--- src/rtl/riscv_pkg.sv ---
// riscv_pkg: shared RV32I pipeline constants and the IF/ID bundle type
package riscv_pkg;

    localparam int          XLEN         = 32;
    localparam logic [31:0] RESET_PC_DEF = 32'h0000_0000;
    localparam logic [31:0] NOP_INSTR    = 32'h0000_0013;

    typedef struct packed {
        logic            valid;
        logic [XLEN-1:0] pc;
        logic [XLEN-1:0] pc_plus4;
        logic [31:0]     instr;
    } if_id_t;

    localparam if_id_t IF_ID_BUBBLE = '{valid: 1'b0, pc: '0, pc_plus4: '0, instr: NOP_INSTR};

endpackage

--- src/rtl/if_id_reg.sv ---
// if_id_reg: IF/ID pipeline register with flush (bubble) and stall (hold)
module if_id_reg
    import riscv_pkg::*;
(
    input  logic   clk,
    input  logic   reset,
    input  logic   stall_i,
    input  logic   flush_i,
    input  if_id_t d_i,
    output if_id_t q_o
);

    if_id_t q_q;

    // flush outranks stall so a taken branch always squashes the wrong-path fetch
    always_ff @(posedge clk) begin
        if (reset || flush_i) q_q <= IF_ID_BUBBLE;
        else if (!stall_i)    q_q <= d_i;
    end

    assign q_o = q_q;

endmodule

--- src/rtl/fetch_stage.sv ---
// fetch_stage: PC, next-PC selection and IF/ID register; FETCH_PERF_CNT_EN adds perf counters
module fetch_stage
    import riscv_pkg::*;
#(
    parameter int              XLEN     = riscv_pkg::XLEN,
    parameter logic [XLEN-1:0] RESET_PC = RESET_PC_DEF,
    parameter int              IMEM_AW  = 8
) (
    input  logic               clk,
    input  logic               reset,
    input  logic               stall,
    input  logic               redirect_valid,
    input  logic [XLEN-1:0]    redirect_pc,
    output logic [IMEM_AW-1:0] imem_addr,
    input  logic [31:0]        imem_rdata,
    output logic               if_id_valid,
    output logic [XLEN-1:0]    if_id_pc,
    output logic [XLEN-1:0]    if_id_pc_plus4,
    output logic [31:0]        if_id_instr
`ifdef FETCH_PERF_CNT_EN
    ,
    output logic [31:0]        perf_fetch_cnt,
    output logic [31:0]        perf_stall_cnt,
    output logic [31:0]        perf_flush_cnt
`endif
);

    logic [XLEN-1:0] pc_q, pc_d, pc_plus4;
    if_id_t          fetch_d, if_id_q;

    assign pc_plus4  = pc_q + XLEN'(4);
    assign imem_addr = pc_q[IMEM_AW+1:2];
    assign fetch_d   = '{valid: 1'b1, pc: pc_q, pc_plus4: pc_plus4, instr: imem_rdata};

    // redirect beats stall; redirect targets are forced word-aligned
    always_comb begin
        pc_d = redirect_valid ? {redirect_pc[XLEN-1:2], 2'b00} : stall ? pc_q : pc_plus4;
    end

    // PC register
    always_ff @(posedge clk) begin
        if (reset) pc_q <= RESET_PC;
        else       pc_q <= pc_d;
    end

    if_id_reg u_if_id (
        .clk     (clk),
        .reset   (reset),
        .stall_i (stall),
        .flush_i (redirect_valid),
        .d_i     (fetch_d),
        .q_o     (if_id_q)
    );

    assign if_id_valid    = if_id_q.valid;
    assign if_id_pc       = if_id_q.pc;
    assign if_id_pc_plus4 = if_id_q.pc_plus4;
    assign if_id_instr    = if_id_q.instr;

`ifdef FETCH_PERF_CNT_EN
    logic [31:0] fetch_cnt_q, stall_cnt_q, flush_cnt_q;
    logic        fetch_inc, stall_inc;

    assign fetch_inc = !redirect_valid && !stall;
    assign stall_inc = !redirect_valid && stall;

    // saturating event counters, cleared by reset
    always_ff @(posedge clk) begin
        if (reset) begin
            fetch_cnt_q <= '0;
            stall_cnt_q <= '0;
            flush_cnt_q <= '0;
        end else begin
            if (fetch_inc && ~&fetch_cnt_q)      fetch_cnt_q <= fetch_cnt_q + 32'd1;
            if (stall_inc && ~&stall_cnt_q)      stall_cnt_q <= stall_cnt_q + 32'd1;
            if (redirect_valid && ~&flush_cnt_q) flush_cnt_q <= flush_cnt_q + 32'd1;
        end
    end

    assign perf_fetch_cnt = fetch_cnt_q;
    assign perf_stall_cnt = stall_cnt_q;
    assign perf_flush_cnt = flush_cnt_q;
`endif

endmodule

--- config.mk ---
export PLATFORM = sky130hd
export DESIGN_NAME = fetch_stage
export DESIGN_NICKNAME = d
export VERILOG_FILES = /design/src/rtl/riscv_pkg.sv /design/src/rtl/if_id_reg.sv /design/src/rtl/fetch_stage.sv
export SDC_FILE = /design/constraint.sdc
export NUM_CORES = 1
export LEC_CHECK = 0
export ABC_CLOCK_PERIOD_IN_PS = 3000
export BUFFER_PORTS_ARGS = -buffer_cell sky130_fd_sc_hd__buf_2
export CORE_AREA = 8 8 112 114
export CTS_BUF_LIST = sky130_fd_sc_hd__clkbuf_4 sky130_fd_sc_hd__clkbuf_8 sky130_fd_sc_hd__clkbuf_16
export DETAILED_ROUTE_END_ITERATION = 10
export DIE_AREA = 0 0 120 122
export GPL_TIMING_DRIVEN = 0
export PLACE_DENSITY_LB_ADDON = 0.2
export RECOVER_POWER = 25
export SYNTH_ARGS = -nofsm -noshare
export SYNTH_HDL_FRONTEND = slang
export SYNTH_SLANG_ARGS = --single-unit
--- constraint.sdc ---
create_clock -name clk -period 3 [get_ports clk]
set_input_delay 0.6 -clock clk [delete_from_list [all_inputs] [get_ports clk]]
set_output_delay 0.6 -clock clk [all_outputs]
set_load 0.02 [all_outputs]
Word-level counts from Yosys, hierarchy flattened --
Index checks and enable logic that the tools add are counted.
Word-level totals: flip-flop bits (word level) 129, input bits 68, output and inout bits 105, word-level logic and storage cells 12
Operators by class: add/sub/neg operators 1, equal/unequal tests 1, multiplexer cells 2, reductions and logical operators 2
Operators by type and width (count):
- 32-bit two-way mux | 2
- 32-bit by 3-bit adder with 32-bit output (second input constant) | 1
- 2-bit by 1-bit inequality test with 1-bit output (second input constant) | 1
- 2-bit OR reduction | 1
- 1-bit logical OR | 1

Logic depth before layout (Yosys ltp) --
Gate-level depths: netlist (run 1).
word-level depth 3, mapped depth 8, depth with buffers taken out 6

By module --
A second synthesis (run 1) with hierarchy kept.
Unflattened totals: cells, all modules 617, area total of the unflattened synthesis 5874.4 um^2
Modules (own cells, without submodules):
- if_id_reg | instances 1, cells an instance 315, area each 3478.3 um^2, seq. area each 1941.9 um^2
- fetch_stage | instances 1, cells an instance 302, area each 2396.0 um^2, seq. area each 600.6 um^2

Least setup slack after synthesis (run 1) --
OpenSTA, ideal clock, no wires.
kind reg-to-reg, start point reg pc_q[2], end point reg pc_q[28], library setup time 0.091 ns, data arrival time 2.157 ns, required time 2.909 ns, setup slack 0.752 ns, stages on the path, launching flop included 8, path buffers 1, period minus slack after synthesis 2.248 ns, cells stage by stage dfxtp_1 -> ha_1 -> and4_2 -> nand4_2 -> or3_1 -> clkbuf_1 -> or4_1 -> a311oi_1
On the way: cells in the longest elaborated chain, start to end 3
Ends and longest elaborated chain:
- start: declaration | RTL line fetch_stage.sv:28 | logic [XLEN-1:0] pc_q, pc_d, pc_plus4;
- start signal: assignment | RTL line fetch_stage.sv:43 | else pc_q <= pc_d;
- 32-bit by 3-bit adder with 32-bit output | RTL line fetch_stage.sv:31 | assign pc_plus4 = pc_q + XLEN'(4);
- 32-bit two-way mux (2 in a row) | RTL line fetch_stage.sv:37 | pc_d = redirect_valid ? {redirect_pc[XLEN-1:2], 2'b00} : stall ? pc_q : pc_plus4;
No other way between the ends. The select of a mux whose other input is x is not followed. A chain may end at the register's enable or synchronous reset.

Final worst setup path (run 1) --
start point reg pc_q[14], end point reg pc_q[25]
The elaborated chain is that of the path after synthesis.

==> run_results.csv, run 1 <==
group,metric,value,unit
clock_tree,clock_sinks,123,
clock_tree,clockRootBuffer,"clkbuf_8",
route,routedWlPerCell,17.57,um
layout,final_nets,868,
layout,layout_common_cells,"123 x dfxtp_1, 119 x buf_2, 107 x nor2_1, 82 x clkbuf_1, 61 x mux2i_1",
clock_tree,ctsHoldBuffers,0,
clock_tree,cts_resized,0,
worst_setup_path,cpPeakStageDelay,1.01,ns
synth,ys_warn_count,0,
synth,ys.flop_type,"dfxtp_1",
timing,final_max_slew_viol_count,0,
route,first_pass_iters,6,
worst_setup_path,worstPathArrival,3.01,ns
grt,grtUsageTotal,22.50,%
floorplan,ios,173,
clock_tree,cts_tree,"done",
route,vias_per_cell,5.329,
layout,layout-drive-gt1-share,21.67,%
timing,worstMarginPinSlew,1.291,ns
floorplan,coreArea,0.01070,mm2
floorplan,num_rows,38,
clock_tree,clock_path_buffers,2,
timing,clock.fmax,382.9,MHz
floorplan,dieArea,0.01464,mm2
timing,finalHoldViolCount,0,
worst_hold_path,hold_class,"input port to flip-flop",
synth,synthArstFlopShare,0,%
route,ant_nets,0,
layout,final_common_cell,"dfxtp_1",
grt,overflow,0,
layout,fillCellCount,968,
power_and_ir_drop,leakagePower,2.962,nW
synth,synth_cell_types,46,
route,route.detailed.drc,0,
timing,rsz0062_at_grt,"no",
worst_setup_path,path_cells,"clkbuf_1, nand3_1, nor4_1, nand4_1, a2111oi_0",
placed_design,placed_cell_area,0.006420,mm2
timing,holdWs,0.2927,ns
clock_tree,clkLatencyLatePin,0.51,ns
clock_tree,cts.htree.levels,4,
power_and_ir_drop,ir_worst_vdd,341.1,uV
power_and_ir_drop,p_per_area,615.0,mW/mm2
worst_setup_path,r2r_setup_slack,0.39,ns
worst_setup_path,critPathCaptureType,"flip-flop",
timing,fin_crit_sh,87.06,%
job,cap_violations,0,
layout,area_growth,28.51,%
placed_design,gp_congestion,0.8628,
clock_tree,cts_buffers,17,
route,drt_wl_total,16730,um
placed_design,io_buffers,165,
clock_tree,postCtsSetupBuffers,0,
timing,setup_viol,0,
timing,relSlewSlack,13.14,%
route,drtIter0Drc,362,
floorplan,die_height,122,um
synth,ys_ff_latch,123,
grt,grt_max_degree,17,
synth,syn_area,0.005408,mm2
layout,n_antenna_cell,0,
synth,syn_inst,612,
synth,synth_edf_count,0,
worst_setup_path,critPathMaxFanout,8,
worst_setup_path,path_class,"flip-flop to flip-flop",
worst_setup_path,crit_path_start_kind,"flip-flop",
floorplan,die_w,120,um
timing,fin_setup_tns,0,ns
placed_design,dp_hpwl,12400,um
grt,grt_pass1_vias,5035,
synth,post_synth.cell_area_avg,8.836,um2
grt,grt_pass1_wl,26040,um
floorplan,start_util,50.55,%
layout,fin_area,0.006949,mm2
grt,antenna_found_initial,0,
timing,finClkSkew,0.005823,ns
synth,yosysSeqAreaShare,45.53,%
clock_tree,clk_pin_slew,0.06,ns
route,num_vias,5073,
timing,period_minus_slack,2.612,ns
worst_setup_path,crit_slowest_cell,"nor4_1",
worst_setup_path,crit_required,3.40,ns
status,outcome,"finished, final reports clean",
[area by class of cell]
cell class / count / area, um2 / share of cell area, %
plain buffers: 63 / 319.1 / 4.591
clock buffers: 20 / 455.4 / 6.554
clock inverters: 12 / 145.1 / 2.089
inverters: 10 / 37.54 / 0.5402
multi-input cells: 419 / 2594 / 37.32
flip-flops and latches: 123 / 2462 / 35.43
well taps: 140 / 175.2 / 2.521
repair buffers: 165 / 760.7 / 10.95
[cell usage after synthesis (9+ instances only)]
cell type	instances	area (um2)
dfxtp_1	123	2462
mux2i_1	61	610.6
buf_1	10	37.54
buf_4	14	105.1
clkbuf_1	30	112.6
nor2_1	107	401.6
xor2_1	13	113.9
a21oi_1	47	235.2
nor3_1	11	55.05
o21ai_0	23	115.1
nor4_1	9	56.30
nand3_1	12	60.06
inv_1	9	33.78
xnor2_1	34	297.8
nand2_1	29	108.9
a211oi_1	11	82.58
[sequential cells by signal (all words and copies together) (netlist names)]
name / count
u_if_id.q_o: 93
pc_q: 30
[critical path, delay by kind of cell (launching register included)]
family | cells | cell delay, ns
AND/OR/NAND/NOR | 3 | 1.45
flip-flops | 1 | 0.31
AO/OA/AOI/OAI | 1 | 0.39
buffers and inverters | 1 | 0.35
[stage by stage]
step	power, mW	setup slack (ns)	instances	util, %
after floorplan	2.074	0.7519	615	-
after global placement	2.234	0.1329	920	60.01
after detailed placement	2.244	0.07451	920	60.01
after CTS	4.297	0.4533	952	65.63
after global routing	4.415	0.2527	952	64.96
final	4.274	0.3881	952	64.96
[power by group]
part	internal [mW]	switching (mW)
logic	0.179	0.278
clock network	1.32	0.743
registers	1.70	0.0523
[worst paths after layout]
path / startpoint / cells past startpoint / endpoint
worst max-delay path: pc_q[14] / 5 / pc_q[25]
worst min-delay path: redirect_pc[17] / 3 / pc_q[17]
worst max register to register: pc_q[14] / 5 / pc_q[25]
worst min register to register: u_if_id.q_o[96] / 1 / u_if_id.q_o[96]
[kinds of logic after synthesis]
family                   Yosys count  share of synthesized area (%)
multiplexers                      62                          11.50
AND/OR/NAND/NOR                  206                          17.77
flip-flops                       123                          45.53
adder cells (fa/ha/maj)            1                         0.2313
AO/OA/AOI/OAI                     99                          10.69
XOR/XNOR                          47                          7.612
buffers and inverters             73                          6.594
other                              1                        0.06935
[per-layer routing]
layer	global-route usage, %	wire, um
met4	6.557	157
met3	7.126	1389
met5	0	0
met1	27.84	7267
met2	36.95	7916
Note: power is estimated with default switching activity, not from simulation.
==> run 2, diff against run 1 <==
--- a/config.mk
+++ b/config.mk
@@ -7,10 +7,11 @@
 export LEC_CHECK = 0
 export ABC_CLOCK_PERIOD_IN_PS = 3000
 export BUFFER_PORTS_ARGS = -buffer_cell sky130_fd_sc_hd__buf_2
-export CORE_AREA = 8 8 112 114
+export CORE_AREA = 8 8 119 121
 export CTS_BUF_LIST = sky130_fd_sc_hd__clkbuf_4 sky130_fd_sc_hd__clkbuf_8 sky130_fd_sc_hd__clkbuf_16
+export CTS_CLUSTER_DIAMETER = 40
 export DETAILED_ROUTE_END_ITERATION = 10
-export DIE_AREA = 0 0 120 122
+export DIE_AREA = 0 0 127 129
 export GPL_TIMING_DRIVEN = 0
 export PLACE_DENSITY_LB_ADDON = 0.2
 export RECOVER_POWER = 25
==> run 2 against run 1 <==
Die area increased by 12%. Cell area fell by 0.86%. Highest routed layer is now met5. Clock skew about the same. Sequential power barely moved.
==> run_results.csv, run 2 (synthesized netlist as in run 1, its figures left out) <==
group,metric,value,unit
status,outcome,"finished, final reports clean",
route,routedWlPerCell,17.87,um
clock_tree,clock_path_buffers,2,
layout,multiInputGateArea,0.002600,mm2
clock_tree,clkLatencyLatePin,0.41,ns
grt,overflow,0,
worst_hold_path,hold_class,"input port to flip-flop",
timing,fin_setup_tns,0,ns
power_and_ir_drop,p_per_area,585.9,mW/mm2
layout,n_antenna_cell,0,
layout,area_growth,27.39,%
timing,clock.fmax,390.3,MHz
placed_design,pre_cts_ws,0.04323,ns
layout,final_common_cell,"dfxtp_1",
route,ant_nets,0,
layout,largest_reg_flops,93,
worst_setup_path,crit_required,3.32,ns
grt,antenna_found_initial,1,
power_and_ir_drop,ir_worst_vdd,281.1,uV
timing,relSlewSlack,17.89,%
layout,layout-drive-gt1-share,21.01,%
floorplan,die_height,129,um
route,first_pass_iters,5,
power_and_ir_drop,pwr-share-clk,45.2,%
layout,layout_common_cells,"123 x dfxtp_1, 115 x buf_2, 107 x nor2_1, 86 x clkbuf_1, 61 x mux2i_1",
timing,finClkSkew,0.005750,ns
timing,layout_setup_ws,0.4375,ns
power_and_ir_drop,netSwitchingPower,1.003,mW
layout,final_nets,868,
route,num_vias,5007,
worst_setup_path,crit_path_start_kind,"flip-flop",
clock_tree,clock_sinks,123,
floorplan,die_w,127,um
worst_setup_path,critPathMaxFanout,7,
route,drt_wl_total,17140,um
grt,grt_pass1_vias,5127,
timing,final_max_slew_viol_count,0,
worst_setup_path,worstPathArrival,2.89,ns
timing,finalHoldViolCount,0,
power_and_ir_drop,p_int,3.033,mW
route,vias_per_cell,5.221,
placed_design,io_buffers,165,
clock_tree,cts_resized,0,
placed_design,gp_congestion,0.8801,
clock_tree,ctsHoldBuffers,0,
grt,grtUsageTotal,20.87,%
placed_design,dp_hpwl,12840,um
worst_setup_path,path_class,"flip-flop to flip-flop",
worst_setup_path,r2r_setup_slack,0.44,ns
clock_tree,cts.htree.levels,4,
floorplan,ios,173,
floorplan,num_rows,41,
power_and_ir_drop,switching_share,24.86,%
floorplan,coreArea,0.01231,mm2
clock_tree,clockRootBuffer,"clkbuf_16",
worst_setup_path,critPathCaptureType,"flip-flop",
clock_tree,cts_buffers,17,
route,drtIter0Drc,365,
clock_tree,cts_tree,"done",
layout,area.sequential,0.002462,mm2
layout,fillCellCount,1217,
timing,fin_crit_sh,85.42,%
clock_tree,postCtsSetupBuffers,0,
floorplan,start_util,43.92,%
timing,rsz0062_at_grt,"no",
power_and_ir_drop,combinationalPowerShare,11.4,%
timing,setup_viol,0,
power_and_ir_drop,pwr-share-seq,43.4,%
timing,worstMarginPinSlew,1.220,ns
job,cap_violations,0,
grt,grt_pass1_wl,26800,um
clock_tree,clk_pin_slew,0.05,ns
timing,period_minus_slack,2.562,ns
route,route.detailed.drc,0,
grt,grt_max_degree,17,
power_and_ir_drop,leakagePower,2.928,nW
floorplan,dieArea,0.01638,mm2
run 2: path summary, 6_finish.rpt:
kind / end / from / depth (start not counted)
setup / recovery: pc_q[28] / pc_q[2] / 7
hold / removal: u_if_id.q_o[0] / imem_rdata[0] / 3
setup reg to reg: pc_q[28] / pc_q[2] / 7
hold reg to reg: u_if_id.q_o[96] / u_if_id.q_o[96] / 1
run 2: layout make-up:
type | instances | area share [%]
multi-input cells | 419 | 37.74
inverters | 10 | 0.5449
well taps | 150 | 2.724
clock inverters | 3 | 0.2179
repair buffers | 165 | 10.97
clock buffers | 26 | 7.428
flip-flops and latches | 123 | 35.74
plain buffers | 63 | 4.631
run 2: routing by layer:
layer	vias to the layer above	routed length [um]	global-route usage, %
li1	2441	-	-
met1	2358	7405	25.01
met2	177	8100	34.61
met3	29	1302	6.123
met4	2	320	8.118
met5	-	10	0
run 2: power by group through the flow:
stage	Sequential [mW]	Combinational, mW	Clock [mW]
2_1_floorplan	1.82	0.258	0
5_1_grt	1.76	0.503	1.93
3_5_place_dp	1.78	0.464	0
6_report	1.75	0.460	1.82
4_1_cts	1.75	0.467	1.85
3_3_place_gp	1.78	0.456	0
run 2: per-stage QoR:
step / instance area, um2 / std cells / total power [mW] / hold WS, ns / utilization [%]
floorplan: 5419 / 615 / 2.074 / 0.5122 / -
finish: 6889 / 959 / 4.036 / 0.3973 / 55.96
global route: 6889 / 959 / 4.187 / 0.4120 / 55.96
global placement: 6432 / 930 / 2.237 / 0.4442 / 52.25
CTS: 6959 / 959 / 4.069 / 0.3854 / 56.52
detailed placement: 6432 / 930 / 2.248 / 0.4538 / 52.25
run 2: critical path: stages (launching register included):
cell	delay, ns
dfxtp_1	0.49
ha_1	0.27
and4_2	0.33
nand4_2	0.17
or3_1	0.37
clkbuf_1	0.16
or4_1	0.43
a311oi_1	0.25
==> run 3, diff against run 2 <==
--- a/config.mk
+++ b/config.mk
@@ -7,11 +7,11 @@
 export LEC_CHECK = 0
 export ABC_CLOCK_PERIOD_IN_PS = 3000
 export BUFFER_PORTS_ARGS = -buffer_cell sky130_fd_sc_hd__buf_2
-export CORE_AREA = 8 8 119 121
+export CORE_AREA = 8 8 134 136
 export CTS_BUF_LIST = sky130_fd_sc_hd__clkbuf_4 sky130_fd_sc_hd__clkbuf_8 sky130_fd_sc_hd__clkbuf_16
 export CTS_CLUSTER_DIAMETER = 40
 export DETAILED_ROUTE_END_ITERATION = 10
-export DIE_AREA = 0 0 127 129
+export DIE_AREA = 0 0 142 144
 export GPL_TIMING_DRIVEN = 0
 export PLACE_DENSITY_LB_ADDON = 0.2
 export RECOVER_POWER = 25
==> run 3 against run 2 <==
Die area grew 25%. Sequential power hardly changed. Combinational power barely moved. Cell area grew 2.6%. Non-clock buffer count unchanged. Global-route usage decreased by 3.5 points.
==> run_results.csv, run 3 (synthesized netlist as in run 1, its figures left out) <==
group,metric,value,unit
status,outcome,"finished, final reports clean",
layout,largest_reg_flops,93,
placed_design,pre_cts_ws,-0.01450,ns
worst_setup_path,r2r_setup_slack,0.40,ns
grt,use_met3,4.754,%
grt,grtUsageMet1,22.44,%
layout,fin_area,0.007066,mm2
layout,final_common_cell,"dfxtp_1",
grt,overflow,0,
route,drt_wl_total,17600,um
floorplan,num_rows,47,
timing,clock.fmax,384.7,MHz
grt,grtUsageTotal,17.32,%
floorplan,die_w,142,um
placed_design,placed_cell_area,0.006520,mm2
timing,rsz0062_at_grt,"no",
placed_design,dp_hpwl,13120,um
placed_design,gp_congestion,0.8305,
grt,antenna_found_initial,1,
worst_setup_path,worstPathArrival,2.91,ns
floorplan,dieArea,0.02045,mm2
floorplan,die_height,144,um
layout,final_nets,868,
route,route.detailed.drc,0,
power_and_ir_drop,leakagePower,2.970,nW
worst_setup_path,r2r_cells,7,
worst_setup_path,crit_required,3.31,ns
floorplan,ios,173,
power_and_ir_drop,p_per_area,614.9,mW/mm2
job,cap_violations,0,
grt,grt_pass1_wl,26810,um
route,num_vias,4881,
layout,layout-drive-gt1-share,21.21,%
grt,grt_pass1_vias,4744,
worst_setup_path,r2r_end,"pc_q[28]",
grt,top_usage_layer,"met2",
route,routedWlPerCell,17.07,um
clock_tree,cts_tree,"done",
placed_design,io_buffers,165,
clock_tree,ctsHoldBuffers,0,
clock_tree,clockRootBuffer,"clkbuf_16",
route,vias_per_cell,4.734,
floorplan,start_util,33.68,%
worst_setup_path,rr_startpoint,"pc_q[2]",
clock_tree,clock_sinks,123,
timing,period_minus_slack,2.600,ns
layout,utilization,44.01,%
clock_tree,postCtsSetupBuffers,0,
floorplan,coreArea,0.01605,mm2
worst_setup_path,critPathCaptureType,"flip-flop",
timing,fin_crit_sh,86.65,%
clock_tree,clkLatencyLatePin,0.42,ns
worst_setup_path,critPathMaxFanout,7,
timing,layout_setup_ws,0.4005,ns
power_and_ir_drop,ir_worst_vdd,379.1,uV
timing,holdWs,0.3985,ns
clock_tree,cts.htree.levels,4,
timing,finClkSkew,0.007208,ns
clock_tree,clk_pin_slew,0.06,ns
clock_tree,cts_resized,0,
worst_setup_path,path_class,"flip-flop to flip-flop",
layout,n_antenna_cell,0,
route,drtIter0Drc,283,
timing,relSlewSlack,26.27,%
clock_tree,clock_path_buffers,2,
layout,layout_common_cells,"123 x dfxtp_1, 115 x buf_2, 107 x nor2_1, 86 x clkbuf_1, 61 x mux2i_1",
worst_setup_path,endpoint,"pc_q[28]",
clock_tree,cts_buffers,17,
layout,area_growth,30.66,%
grt,use_met2,26.48,%
worst_hold_path,hold_class,"input port to flip-flop",
timing,finalHoldViolCount,0,
worst_setup_path,crit_path_start,"pc_q[2]",
grt,grt_max_degree,17,
worst_setup_path,crit_path_start_kind,"flip-flop",
timing,final_max_slew_viol_count,0,
timing,setup_viol,0,
route,ant_nets,0,
timing,worstMarginPinSlew,1.096,ns
route,first_pass_iters,4,
## run 3: cell count changes in the layout (fill, tap and decap cells not counted), sizes merged
cell      previous run  this run
clkbuf             112       110
bufinv               0         3
clkinvlp             0         1
## run 3: power by group
group	total, mW	internal (mW)	switching, mW
clock network	2.13	1.41	0.721
registers	1.75	1.70	0.0519
logic	0.461	0.179	0.282
## run 3: metal layers
metal / wire length, um / part of all wire (%) / vias up
met1: 8001 / 45 / 2239
met3: 1169 / 6.6 / 28
li1: - / - / 2456
met4: 343 / 1.9 / 2
met5: 12 / 0.068 / -
met2: 8068 / 46 / 156
## run 3: stage by stage
step / power (mW) / std cells / setup TNS (ns)
detailed placement: 2.252 / 1000 / -0.03795
global placement: 2.253 / 1000 / 0
global route: 4.514 / 1031 / 0
CTS: 4.398 / 1031 / 0
finish: 4.344 / 1031 / 0
floorplan: 2.074 / 615 / 0
## run 3: layout make-up
| type | instances | area (um2) |
|---|---|---|
| Clock inverter | 7 | 112.6 |
| Timing Repair Buffer | 165 | 755.7 |
| Buffer | 63 | 319.1 |
| Tap cell | 220 | 275.3 |
| Multi-Input combinational cell | 419 | 2600 |
| Sequential cell | 123 | 2462 |
| Clock buffer | 24 | 503.0 |
| Fill cell | 1657 | 8989 |
| Inverter | 10 | 37.54 |
## run 3: how the worst min path moves through the flow
stage / start / endpoint / slack [ns] / depth (start not counted)
finish: redirect_pc[17] / pc_q[17] / 0.40 / 3
global route: imem_rdata[12] / u_if_id.q_o[12] / 0.40 / 3
CTS: imem_rdata[1] / u_if_id.q_o[1] / 0.38 / 3
detailed placement: u_if_id.q_o[96] / u_if_id.q_o[96] / 0.45 / 1
global placement: u_if_id.q_o[96] / u_if_id.q_o[96] / 0.45 / 1
floorplan: pc_q[30] / u_if_id.q_o[94] / 0.51 / 2
## run 3: worst max-delay path, cell delays in order, from the launching register on
cell and delay, ns:
dfxtp_1 0.49, ha_1 0.27, and4_2 0.33, nand4_2 0.17
or3_1 0.39, clkbuf_1 0.16, or4_1 0.41, a311oi_1 0.28
